<file path="src/rtl/vga_timing_gen.sv">
// Raster timing generator: sync, display-enable, pixel coordinates and line/frame strobes.
// Define VGA_TIMING_FRAME_CNT_EN to build the 8-bit frame counter; otherwise frame_cnt is 0.
module vga_timing_gen #(
    parameter int H_VIS      = 640,
    parameter int H_FP       = 16,
    parameter int H_SYNC     = 96,
    parameter int H_BP       = 48,
    parameter int V_VIS      = 480,
    parameter int V_FP       = 10,
    parameter int V_SYNC     = 2,
    parameter int V_BP       = 33,
    parameter int H_SYNC_POL = 0,
    parameter int V_SYNC_POL = 0
) (
    input  logic       clk,
    input  logic       rst_n,
    input  logic       clk_en,
    output logic       vga_h_sync,
    output logic       vga_v_sync,
    output logic       in_display,
    output logic [9:0] cnt_x,
    output logic [9:0] cnt_y,
    output logic       line_start,
    output logic       frame_start,
    output logic [7:0] frame_cnt
);
    localparam int H_TOTAL = H_VIS + H_FP + H_SYNC + H_BP;
    localparam int V_TOTAL = V_VIS + V_FP + V_SYNC + V_BP;

    localparam logic [9:0]  H_LAST  = 10'(H_TOTAL - 1);
    localparam logic [9:0]  V_LAST  = 10'(V_TOTAL - 1);
    localparam logic [10:0] H_VIS_W = 11'(H_VIS);
    localparam logic [10:0] V_VIS_W = 11'(V_VIS);
    localparam logic [10:0] HS_BEG  = 11'(H_VIS + H_FP);
    localparam logic [10:0] HS_END  = 11'(H_VIS + H_FP + H_SYNC);
    localparam logic [10:0] VS_BEG  = 11'(V_VIS + V_FP);
    localparam logic [10:0] VS_END  = 11'(V_VIS + V_FP + V_SYNC);
    localparam logic        HS_ACT  = 1'(H_SYNC_POL);
    localparam logic        VS_ACT  = 1'(V_SYNC_POL);

    generate
        if (H_TOTAL > 1024 || V_TOTAL > 1024) begin : g_cfg_err
            $error("vga_timing_gen: H_TOTAL and V_TOTAL must each be <= 1024");
        end
    endgenerate

    logic [9:0] x_q, x_d, y_q, y_d;
    logic       hs_q, vs_q, disp_q, ls_q, fs_q;
    logic       hs_d, vs_d, disp_d, ls_d, fs_d;

    always_comb begin
        x_d = x_q;
        y_d = y_q;
        if (clk_en) begin
            if (x_q == H_LAST) begin
                x_d = '0;
                y_d = (y_q == V_LAST) ? '0 : y_q + 10'd1;
            end else begin
                x_d = x_q + 10'd1;
            end
        end
        // Outputs are decoded from the next position so they line up with cnt_x/cnt_y.
        disp_d = ({1'b0, x_d} < H_VIS_W) && ({1'b0, y_d} < V_VIS_W);
        hs_d   = (({1'b0, x_d} >= HS_BEG) && ({1'b0, x_d} < HS_END)) ? HS_ACT : ~HS_ACT;
        vs_d   = (({1'b0, y_d} >= VS_BEG) && ({1'b0, y_d} < VS_END)) ? VS_ACT : ~VS_ACT;
        ls_d   = (x_d == '0);
        fs_d   = (x_d == '0) && (y_d == '0);
    end

    always_ff @(posedge clk) begin
        if (!rst_n) begin
            x_q    <= H_LAST;
            y_q    <= V_LAST;
            disp_q <= 1'b0;
            hs_q   <= ~HS_ACT;
            vs_q   <= ~VS_ACT;
            ls_q   <= 1'b0;
            fs_q   <= 1'b0;
        end else if (clk_en) begin
            x_q    <= x_d;
            y_q    <= y_d;
            disp_q <= disp_d;
            hs_q   <= hs_d;
            vs_q   <= vs_d;
            ls_q   <= ls_d;
            fs_q   <= fs_d;
        end
    end

`ifdef VGA_TIMING_FRAME_CNT_EN
    logic [7:0] fc_q;

    always_ff @(posedge clk) begin
        if (!rst_n) begin
            fc_q <= '0;
        end else if (clk_en && fs_d) begin
            fc_q <= fc_q + 8'd1;
        end
    end

    assign frame_cnt = fc_q;
`else
    assign frame_cnt = '0;
`endif

    assign cnt_x       = x_q;
    assign cnt_y       = y_q;
    assign in_display  = disp_q;
    assign vga_h_sync  = hs_q;
    assign vga_v_sync  = vs_q;
    assign line_start  = ls_q;
    assign frame_start = fs_q;
endmodule

</file>
<file path="config.mk">
export PLATFORM = sky130hd
export DESIGN_NAME = vga_timing_gen
export DESIGN_NICKNAME = d
export VERILOG_FILES = /design/src/rtl/vga_timing_gen.sv
export SDC_FILE = /design/constraint.sdc
export NUM_CORES = 1
export LEC_CHECK = 0
export BUFFER_PORTS_ARGS = -buffer_cell sky130_fd_sc_hd__buf_2
export CAP_MARGIN = 10
export CORE_AREA = 2 2 101 73
export DETAILED_ROUTE_END_ITERATION = 10
export DIE_AREA = 0 0 103 75
export SLEW_MARGIN = 20
export SYNTH_ARGS = -nofsm -noshare
export SYNTH_HDL_FRONTEND = slang
export SYNTH_SLANG_ARGS = --single-unit
</file>
<file path="constraint.sdc">
create_clock -name clk -period 2.1 [get_ports clk]
set_input_delay 0.105 -clock clk [delete_from_list [all_inputs] [get_ports clk]]
set_output_delay 0.105 -clock clk [all_outputs]
set_load 0.1 [all_outputs]
</file>
==> flow_metrics.env, run 1 <==
export IMPL_outcome="finished, violations left"
export IMPL_failed_checks="setup timing"
export IMPL_p_switching_uw=861.6
export IMPL_rsz0062_at_grt="true"
export IMPL_portBuffers=27
export IMPL_cp_arrival_ps=2350
export IMPL_r2r_start="cnt_x[5]"
export IMPL_drive_gt1_share_pct=35.53
export IMPL_timing_final_ws_setup_ps=-14.84
export IMPL_timing_hold_ws_ps=62.56
export IMPL_die_width_microns=103
export IMPL_cp_start_kind="flop"
export IMPL_comb_power_share_pct=48.1
export IMPL_clkSinkCount=25
export IMPL_peakVddDrop_mv=0.2558
export IMPL_endpoint="frame_start"
export IMPL_crit_path_start="cnt_x[5]"
export IMPL_ys_seq_area_share_pct=30.33
export IMPL_cap_violations=0
export IMPL_r2r_slack_ps=-10
export IMPL_cp_num_buf_inv=0
export IMPL_crit_chain="or2_4 > or4_4 > a21o_1 > a22oi_2 > and4bb_1 > o2111ai_2 > nand2_1"
export IMPL_endpoint_kind="flop"
export IMPL_synth_most_common_cell="dfxtp_1"
export IMPL_drc=0
export IMPL_hold_class="input pin to flop"
export IMPL_grt_ovfl_total=0
export IMPL_cpPeakStageDelay_ps=570
export IMPL_cp_max_fo=10
export IMPL_internal_power_uw=886.1
export IMPL_clock_fmax_ghz=0.4728
export IMPL_power_frac_seq_pct=34.3
export IMPL_final_seq_area_sq_um=548.0
export IMPL_reg2reg_to="frame_start"
export IMPL_routabilityCongestion=0.9026
export IMPL_p_clk_share_pct=17.6
export IMPL_synth_area_leaders="dfxtp_1 (30%), nand2_1 (4.5%), xnor2_1 (3.7%)"
export IMPL_setup_viol=1
export IMPL_grt_pass1_wl_mm=7.479
export IMPL_ys_types=60
export IMPL_ant_nets=0
export IMPL_synth_edf_count=0
export IMPL_syn_area_sq_um=1650
export IMPL_numCtsBuffers=3
export IMPL_powerDensity_nw_per_um2=849.1
export IMPL_nets=235
export IMPL_fin_crit_ps=2115
export IMPL_die_area_sq_um=7725
export IMPL_period_share_pct=100.7
export IMPL_die_height_microns=75
export IMPL_drtIter0Drc=168
export IMPL_clk_latency_ps=280
export IMPL_core_region_area_sq_um=6694
export IMPL_cts_tree="done"
export IMPL_cp_depth=7
export IMPL_ctsRootBufferMaster="clkbuf_8"
export IMPL_wl_mm=4.672
export IMPL_clk_pin_slew_ps=100
export IMPL_grt_pass1_vias=1481
export IMPL_synth_area_per_cell_sq_um=8.293
export IMPL_yosysTopAreaCell="dfxtp_1"
export IMPL_htreeDepth=1
export IMPL_grt_usage_pct=12.61
export IMPL_finClkSkew_ps=7.383
export IMPL_slew_viol_final=0
export IMPL_p_leak_nw=0.8204
export IMPL_ys_warn_count=0
export IMPL_hold_viol_final=0
export IMPL_num_rows=25
export IMPL_grt_max_degree=20
export IMPL_pin_count=36
export IMPL_swShare_pct=49.30
export IMPL_r2r_cells=7
export IMPL_cp_top_family="simple AND/OR/NAND/NOR gates"
export IMPL_synth_async_reset_ratio_pct=0
export IMPL_syn2layout_area_growth_pct=24.72
export IMPL_drtPass1Iterations=4
export IMPL_antenna_found_initial=0
export IMPL_multi_input_area_sq_um=1111
export IMPL_synthFlopType="dfxtp_1"
export IMPL_wl_per_cell_microns=14.51
export IMPL_cts_path_max_buffers=2
export IMPL_synth_top_cell_area_share_pct=30.33
export IMPL_slowest_stage="or4_4"
export IMPL_fin_setup_tns_ps=-14.84
export IMPL_dp_hpwl_mm=3.532
export IMPL_yosys_register_bits=25
export IMPL_via_count=1574
export IMPL_fill_cells=726
export IMPL_synthCells=199
export IMPL_via_per_inst=4.888
export IMPL_worstPathRequired_ps=2330
export IMPL_fin_util_pct=30.75
export IMPL_total_power_mw=1.748
export IMPL_start_util_pct=24.65
export IMPL_synth_common_cells="dfxtp_1 (25), nand2_1 (20), nand3_1 (9), o21ai_0 (9)"
export IMPL_path_class="flop to flop"
export IMPL_num_antenna_cells=0
## metrics by stage
stage	cell area, sq um	setup WS (ps)	std cells
3_3_place_gp	1976	29.72	317
5_1_grt	2058	-158.5	322
2_1_floorplan	1793	-61.74	206
3_5_place_dp	1976	6.859	317
4_1_cts	2031	10.28	321
6_report	2058	-14.84	322
## cell families (layout without fill, tap and decap cells)
kind of cell,Yosys count,in the layout,share of synthesized area (%)
AOI/OAI and AO/OA,41,41,17.29
xor gates and xnor gates,11,11,5.838
adders and majority gates,3,3,2.275
buffers and inverters,24,46,7.582
DFF,25,25,30.33
muxes,1,1,0.6065
other,1,8,0.2272
and+or+nand+nor,93,93,35.86
## per-layer routing
| metal | part of all wire (%) | wire length, microns | track usage (%) | up-vias |
|---|---|---|---|---|
| li1 | - | - | - | 769 |
| met1 | 50 | 2323 | 18.12 | 750 |
| met2 | 40 | 1880 | 18.04 | 50 |
| met3 | 9.1 | 427 | 4.643 | 5 |
| met4 | 0.86 | 40 | 2.778 | 0 |
| met5 | 0 | 0 | 0 | - |
## what timing repair did
item,CTS,global route
resized for setup,1,4
hold buffers,0,0
cloned,0,0
setup endpoints to repair,1,4
setup buffers,0,1
pin swaps,0,1
## area by class of cell
| cell class | count | share of cell area [%] |
|---|---|---|
| clock buffers | 3 | 2.006 |
| inverters | 4 | 0.7295 |
| well taps | 94 | 5.714 |
| multi-input cells | 157 | 53.98 |
| clock inverters | 1 | 0.3647 |
| flip-flops and latches | 25 | 26.63 |
| repair buffers | 38 | 10.58 |
## power groups by stage
stage | sequential, mW | combinational (mW) | clock, mW
global route | 0.613 | 0.893 | 0.335
global placement | 0.610 | 0.813 | 0
finish | 0.600 | 0.840 | 0.307
CTS | 0.600 | 0.821 | 0.318
detailed placement | 0.611 | 0.814 | 0
floorplan | 0.847 | 0.440 | 0
## flip-flops by register name (all words and copies together) (netlist names)
signal	flops
line_start	1
in_display	1
cnt_y	10
frame_start	1
vga_h_sync	1
cnt_x	10
vga_v_sync	1
## cell usage in the layout, fill, tap and decap left out, types with 2 or more instances in the layout
cell type  instances
nor3_1             3
and4_1             4
a21oi_1            6
and3_2             3
nand2_1           20
inv_1              4
a31oi_1            2
nand4_1            6
clkbuf_8           3
dfxtp_2            8
nand3_1            8
a21boi_0           2
nor2b_1            7
dfxtp_4           10
xnor2_1            7
dfxtp_1            7
nand2b_1           3
ha_1               2
nand3b_1           3
or3_1              2
nor2_1             6
xor2_1             4
o21ai_0            9
buf_2             27
nor3b_1            3
o21ai_1            2
and3_1             4
a21o_1             4
and2_1             4
conb_1             8
nor4_1             2
buf_4             11
## worst min-delay path by stage
stage | from | end | slack [ps] | cells after the start
after floorplan | rst_n | cnt_x[6] | 250 | 1
after global placement | rst_n | vga_h_sync | 350 | 2
after detailed placement | rst_n | vga_h_sync | 360 | 2
after CTS | rst_n | vga_h_sync | 60 | 2
after global routing | rst_n | vga_h_sync | 70 | 2
final | rst_n | vga_h_sync | 60 | 2
Power figures use the tool's default switching activity.
==> inputs of run 2 (changes only) <==
ABC_AREA = 1   (was default)
CORE_AREA = 2 2 101 74   (was 2 2 101 73)
DIE_AREA = 0 0 103 76   (was 0 0 103 75)
==> run 2 against run 1 <==
Area after synthesis grew 1.4%; largest cell class unchanged; the run now ends clean; hold slack improved by 72 ps; wire length fell by 3.9%; synthesized cell count up 38%.
==> flow_metrics.env, run 2 <==
export IMPL_drtPass1Iterations=4
export IMPL_synth_common_cells="nand2_1 (98), nor2_1 (36), inv_1 (28)"
export IMPL_slew_headroom_pct=66.37
export IMPL_die_area_sq_um=7828
export IMPL_ys_types=28
export IMPL_ant_nets=0
export IMPL_grt_pass1_wl_mm=7.665
export IMPL_synth_area_leaders="dfxtp_1 (30%), nand2_1 (22%), nor2_1 (8.1%)"
export IMPL_p_clk_share_pct=18.1
export IMPL_synth_top_cell_area_share_pct=29.92
export IMPL_wl_per_cell_microns=11.20
export IMPL_hold_class="input pin to flop"
export IMPL_ctsRootBufferMaster="clkbuf_8"
export IMPL_grt_max_degree=16
export IMPL_p_leak_nw=1.028
export IMPL_setup_viol=0
export IMPL_clock_fmax_ghz=0.5192
export IMPL_clkSinkCount=25
export IMPL_die_width_microns=103
export IMPL_post_cts_setup_buffers=0
export IMPL_cp_max_fo=9
export IMPL_comb_power_share_pct=47.8
export IMPL_start_util_pct=24.03
export IMPL_synth_async_reset_ratio_pct=0
export IMPL_wl_mm=4.490
export IMPL_hold_buffers=0
export IMPL_yosysTopAreaCell="dfxtp_1"
export IMPL_nets=310
export IMPL_syn2layout_area_growth_pct=17.13
export IMPL_cp_arrival_ps=2100
export IMPL_fin_crit_ps=1926
export IMPL_synthFlopType="dfxtp_1"
export IMPL_antenna_found_initial=0
export IMPL_power_frac_seq_pct=34.1
export IMPL_num_rows=26
export IMPL_dp_cells=396
export IMPL_final_cells=401
export IMPL_cp_start_kind="flop"
export IMPL_clk_latency_ps=280
export IMPL_cts_path_max_buffers=2
export IMPL_worst_pin_slew_ps=503.8
export IMPL_layout_commonest_cell="nand2_1"
export IMPL_endpoint_kind="flop"
export IMPL_worstPathRequired_ps=2280
export IMPL_routabilityCongestion=0.8435
export IMPL_via_per_inst=4.277
export IMPL_period_share_pct=91.72
export IMPL_p_switching_uw=855.1
export IMPL_finClkSkew_ps=8.649
export IMPL_synthCells=275
export IMPL_portBuffers=27
export IMPL_drive_gt1_share_pct=21.45
export IMPL_die_height_microns=76
export IMPL_num_antenna_cells=0
export IMPL_internal_power_uw=820.4
export IMPL_via_count=1715
export IMPL_core_region_area_sq_um=6962
export IMPL_numCtsBuffers=3
export IMPL_ys_warn_count=0
export IMPL_synth_area_per_cell_sq_um=6.083
export IMPL_clk_pin_slew_ps=100
export IMPL_drc=0
export IMPL_drtIter0Drc=163
export IMPL_pin_count=36
export IMPL_path_class="flop to flop"
export IMPL_grt_ovfl_total=0
export IMPL_hold_viol_final=0
export IMPL_yosys_register_bits=25
export IMPL_powerDensity_nw_per_um2=855.1
export IMPL_fin_setup_tns_ps=0
export IMPL_peakVddDrop_mv=0.2826
export IMPL_htreeDepth=1
export IMPL_swShare_pct=51.04
export IMPL_fill_cells=812
export IMPL_grt_pass1_vias=1603
export IMPL_outcome="completed"
export IMPL_ys_seq_area_share_pct=29.92
export IMPL_synth_edf_count=0
export IMPL_cts_resized_gates=0
export IMPL_synth_most_common_cell="nand2_1"
export IMPL_syn_area_sq_um=1673
export IMPL_slew_viol_final=0
export IMPL_layout_common_cells="nand2_1 (98), nor2_1 (36), inv_1 (28), buf_2 (27), nand3_1 (21)"
export IMPL_grt_usage_pct=12.15
export IMPL_cts_tree="done"
export IMPL_dp_hpwl_mm=3.503
export IMPL_cap_violations=0
run 2: per-layer routing:
metal | GRT usage (%) | up-vias | wire (microns)
met1 | 18.80 | 762 | 2364
li1 | - | 907 | -
met2 | 17.08 | 42 | 1818
met3 | 3.394 | 4 | 275
met4 | 1.447 | 0 | 31
met5 | 0 | - | 0
run 2: worst paths after layout:
kind	from	to	slack (ps)	cells past startpoint
hold / removal	rst_n	cnt_y[9]	130	2
setup / recovery	cnt_x[0]	vga_v_sync	170	11
setup reg to reg	cnt_x[0]	vga_v_sync	170	11
hold reg to reg	in_display	in_display	480	2
run 2: area by class of cell:
| class | count | area [sq um] | area share, % |
|---|---|---|---|
| repair buffers | 29 | 150.1 | 7.663 |
| flip-flops and latches | 25 | 518.0 | 26.44 |
| clock inverters | 1 | 7.507 | 0.3831 |
| clock buffers | 3 | 41.29 | 2.107 |
| inverters | 33 | 123.9 | 6.322 |
| multi-input cells | 212 | 996.0 | 50.83 |
| well taps | 98 | 122.6 | 6.258 |
run 2: stage by stage:
stage	setup slack, ps	area (sq um)	util, %	power [mW]	hold WS [ps]
2_1_floorplan	-9.716	1717	-	1.255	299.9
3_3_place_gp	224.9	1903	27.34	1.375	423.8
3_5_place_dp	190.9	1903	27.34	1.377	426.2
4_1_cts	177.5	1952	28.04	1.680	132.4
5_1_grt	-10.72	1959	28.15	1.783	138.7
6_report	173.8	1959	28.15	1.675	134.2
run 2: kinds of logic after synthesis:
group	Yosys count	share of synthesized area [%]
AOI/OAI and AO/OA	22	7.405
and+or+nand+nor	178	47.57
DFF	25	29.92
xor gates and xnor gates	1	0.5237
buffers and inverters	45	12.12
adders and majority gates	3	2.244
other	1	0.2242
run 2: power groups by stage:
| stage | clock [mW] | sequential [mW] | combinational (mW) |
|---|---|---|---|
| floorplan | 0 | 0.837 | 0.418 |
| global placement | 0 | 0.581 | 0.795 |
| detailed placement | 0 | 0.582 | 0.795 |
| CTS | 0.313 | 0.571 | 0.796 |
| global route | 0.330 | 0.581 | 0.873 |
| finish | 0.303 | 0.571 | 0.801 |
run 2: worst max-delay path: stages (launching register included):
cell	delay [ps]
dfxtp_2	380
ha_1	240
nand2_2	90
nor2_4	120
nand4_4	230
buf_4	220
nand2_1	50
nand2_1	80
nor2_1	110
nand4_1	100
o21ai_1	130
nand2_1	70
==> inputs of run 3 (changes only) <==
CELL_PAD_IN_SITES_DETAIL_PLACEMENT = 1   (was default)
CELL_PAD_IN_SITES_GLOBAL_PLACEMENT = 2   (was default)
PLACE_DENSITY_LB_ADDON = 0.1   (was default)
==> run 3 against run 2 <==
Clock skew fell by 3.2 ps; die area unchanged; non-clock buffer count increased by 6; critical path depth stayed put; global-route usage increased by 3.1 points; register-to-register slack hardly changed; total power rose by 3.9%; combinational power is 7.7% higher; final cell count grew 1.5%; hold slack improved by 16 ps; sequential share of layout area decreased by 0.95 points; critical path type unchanged.
==> flow_metrics.env, run 3 (synthesis results as in run 2) <==
export IMPL_timing_hold_ws_ps=150.0
export IMPL_crit_chain="ha_2 > nand2_2 > nor2_4 > nand4_4 > buf_4 > nand2_1 > nand2_1 > nor2_1 > nand4_1 > o21ai_2 > nand2_1"
export IMPL_cp_num_buf_inv=1
export IMPL_num_antenna_cells=0
export IMPL_slew_headroom_pct=62.31
export IMPL_portBuffers=27
export IMPL_multi_input_area_sq_um=1022
export IMPL_holdPathStages=2
export IMPL_path_class="flop to flop"
export IMPL_clk_latency_ps=270
export IMPL_cpMostUsedCell="nand2_1"
export IMPL_min_to="cnt_x[9]"
export IMPL_core_region_area_sq_um=6962
export IMPL_start_util_pct=24.03
export IMPL_hold_viol_final=0
export IMPL_cp_max_fo=7
export IMPL_worst_pin_slew_ps=564.8
export IMPL_wl_mm=5.567
export IMPL_worstPathRequired_ps=2270
export IMPL_die_area_sq_um=7828
export IMPL_design_area_sq_um=2042
export IMPL_cpPeakStageDelay_ps=390
export IMPL_clock_fmax_ghz=0.5153
export IMPL_die_width_microns=103
export IMPL_cts_tree="done"
export IMPL_grt_pass1_wl_mm=9.183
export IMPL_outcome="completed"
export IMPL_r2r_slack_ps=160
export IMPL_powerDensity_nw_per_um2=852.3
export IMPL_dp_hpwl_mm=4.442
export IMPL_cp_arrival_ps=2110
export IMPL_grt_ovfl_total=0
export IMPL_drive_gt1_share_pct=24.60
export IMPL_use_met1_pct=25.48
export IMPL_hold_path_startpoint="rst_n"
export IMPL_via_per_inst=4.381
export IMPL_grt_usage_pct=15.23
export IMPL_drc=0
export IMPL_period_share_pct=92.40
export IMPL_cp_start_kind="flop"
export IMPL_htreeDepth=1
export IMPL_die_height_microns=76
export IMPL_syn2layout_area_growth_pct=22.06
export IMPL_reg2reg_to="vga_v_sync"
export IMPL_cp_top_family="simple AND/OR/NAND/NOR gates"
export IMPL_r2r_start="cnt_x[0]"
export IMPL_nets=316
export IMPL_fin_util_pct=29.33
export IMPL_peakVddDrop_mv=0.2449
export IMPL_drtPass1Iterations=4
export IMPL_finClkSkew_ps=5.484
export IMPL_slew_viol_final=0
export IMPL_final_cells=407
export IMPL_hold_buffers=0
export IMPL_cap_violations=0
export IMPL_p_leak_nw=1.071
export IMPL_postPlaceCellArea_sq_um=1926
export IMPL_clkSinkCount=25
export IMPL_layout_commonest_cell="nand2_1"
export IMPL_routabilityCongestion=0.7874
export IMPL_wl_per_cell_microns=13.68
export IMPL_via_count=1783
export IMPL_fill_cells=919
export IMPL_total_power_mw=1.740
export IMPL_num_rows=26
export IMPL_layout_common_cells="nand2_1 (98), nor2_1 (34), inv_1 (28), buf_2 (27), nand3_1 (19)"
export IMPL_grt_pass1_vias=1678
export IMPL_final_seq_area_sq_um=520.5
export IMPL_slowest_stage="dfxtp_2"
export IMPL_grt_use_met2_pct=19.74
export IMPL_ctsRootBufferMaster="clkbuf_8"
export IMPL_grt_busiest_layer="met1"
export IMPL_cts_path_max_buffers=2
export IMPL_drtIter0Drc=72
export IMPL_grt_use_met3_pct=3.119
export IMPL_setup_viol=0
export IMPL_clk_pin_slew_ps=100
export IMPL_antenna_found_initial=0
export IMPL_hold_class="input pin to flop"
export IMPL_numCtsBuffers=3
export IMPL_endpoint_kind="flop"
export IMPL_grt_max_degree=16
export IMPL_ant_nets=0
export IMPL_fin_crit_ps=1940
export IMPL_dp_cells=399
export IMPL_r2r_cells=11
export IMPL_pin_count=36
-- run 3: cell types whose count changed in the layout (fill, tap and decap cells not counted), sizes merged --
cell      previous run  this run
buf                 29        35
clkinvlp             1         0
clkbuf               3         4
-- run 3: worst register-to-register path: cells and delay by family, from the launching register on --
kind | cells | cell delay (ps)
adders and majority gates | 1 | 240
DFF | 1 | 390
AOI/OAI and AO/OA | 1 | 150
buffers and inverters | 1 | 200
and+or+nand+nor | 8 | 860
-- run 3: routing by layer --
metal | part of all wire (%) | wire length (microns) | vias to the layer above
met4 | 0.52 | 29 | 0
met1 | 56 | 3098 | 814
met5 | 0 | 0 | -
li1 | - | - | 920
met3 | 6.8 | 376 | 2
met2 | 37 | 2062 | 47
-- run 3: worst max path at each step --
stage                   from          end  slack [ps]  cells past startpoint
finish              cnt_x[0]   vga_v_sync         160                     11
global route        cnt_x[0]  frame_start          -3                     11
CTS                 cnt_x[0]  frame_start          90                     12
detailed placement  cnt_x[0]  frame_start         110                     12
global placement    cnt_y[0]   vga_v_sync          80                     12
floorplan           cnt_y[8]   vga_v_sync         -10                     11
-- run 3: where the power goes --
part / internal [mW] / switching [mW] / leakage, nW
Clock: 0.136 / 0.169 / 0.0228
Combinational: 0.194 / 0.668 / 0.844
Sequential: 0.519 / 0.0536 / 0.204
Total: 0.849 / 0.891 / 1.07
-- run 3: through the flow --
step	worst slack, ps	setup TNS [ps]
floorplan	-9.716	-9.716
CTS	90.22	0
global placement	80.47	0
global route	-3.077	-3.077
finish	159.5	0
detailed placement	107.2	0
-- run 3: layout make-up --
cell class                      count  area share [%]
Sequential cell                    25           25.49
Clock buffer                        4           2.206
Tap cell                           98           6.005
Timing Repair Buffer               35           10.17
Multi-Input combinational cell    212           50.06
Inverter                           33           6.066
-- run 3: timing repair --
item	4_1_cts	5_1_grt
resized for setup	0	8
setup endpoints to repair	0	3
setup buffers	0	4
endpoints found under the hold margin	0	0
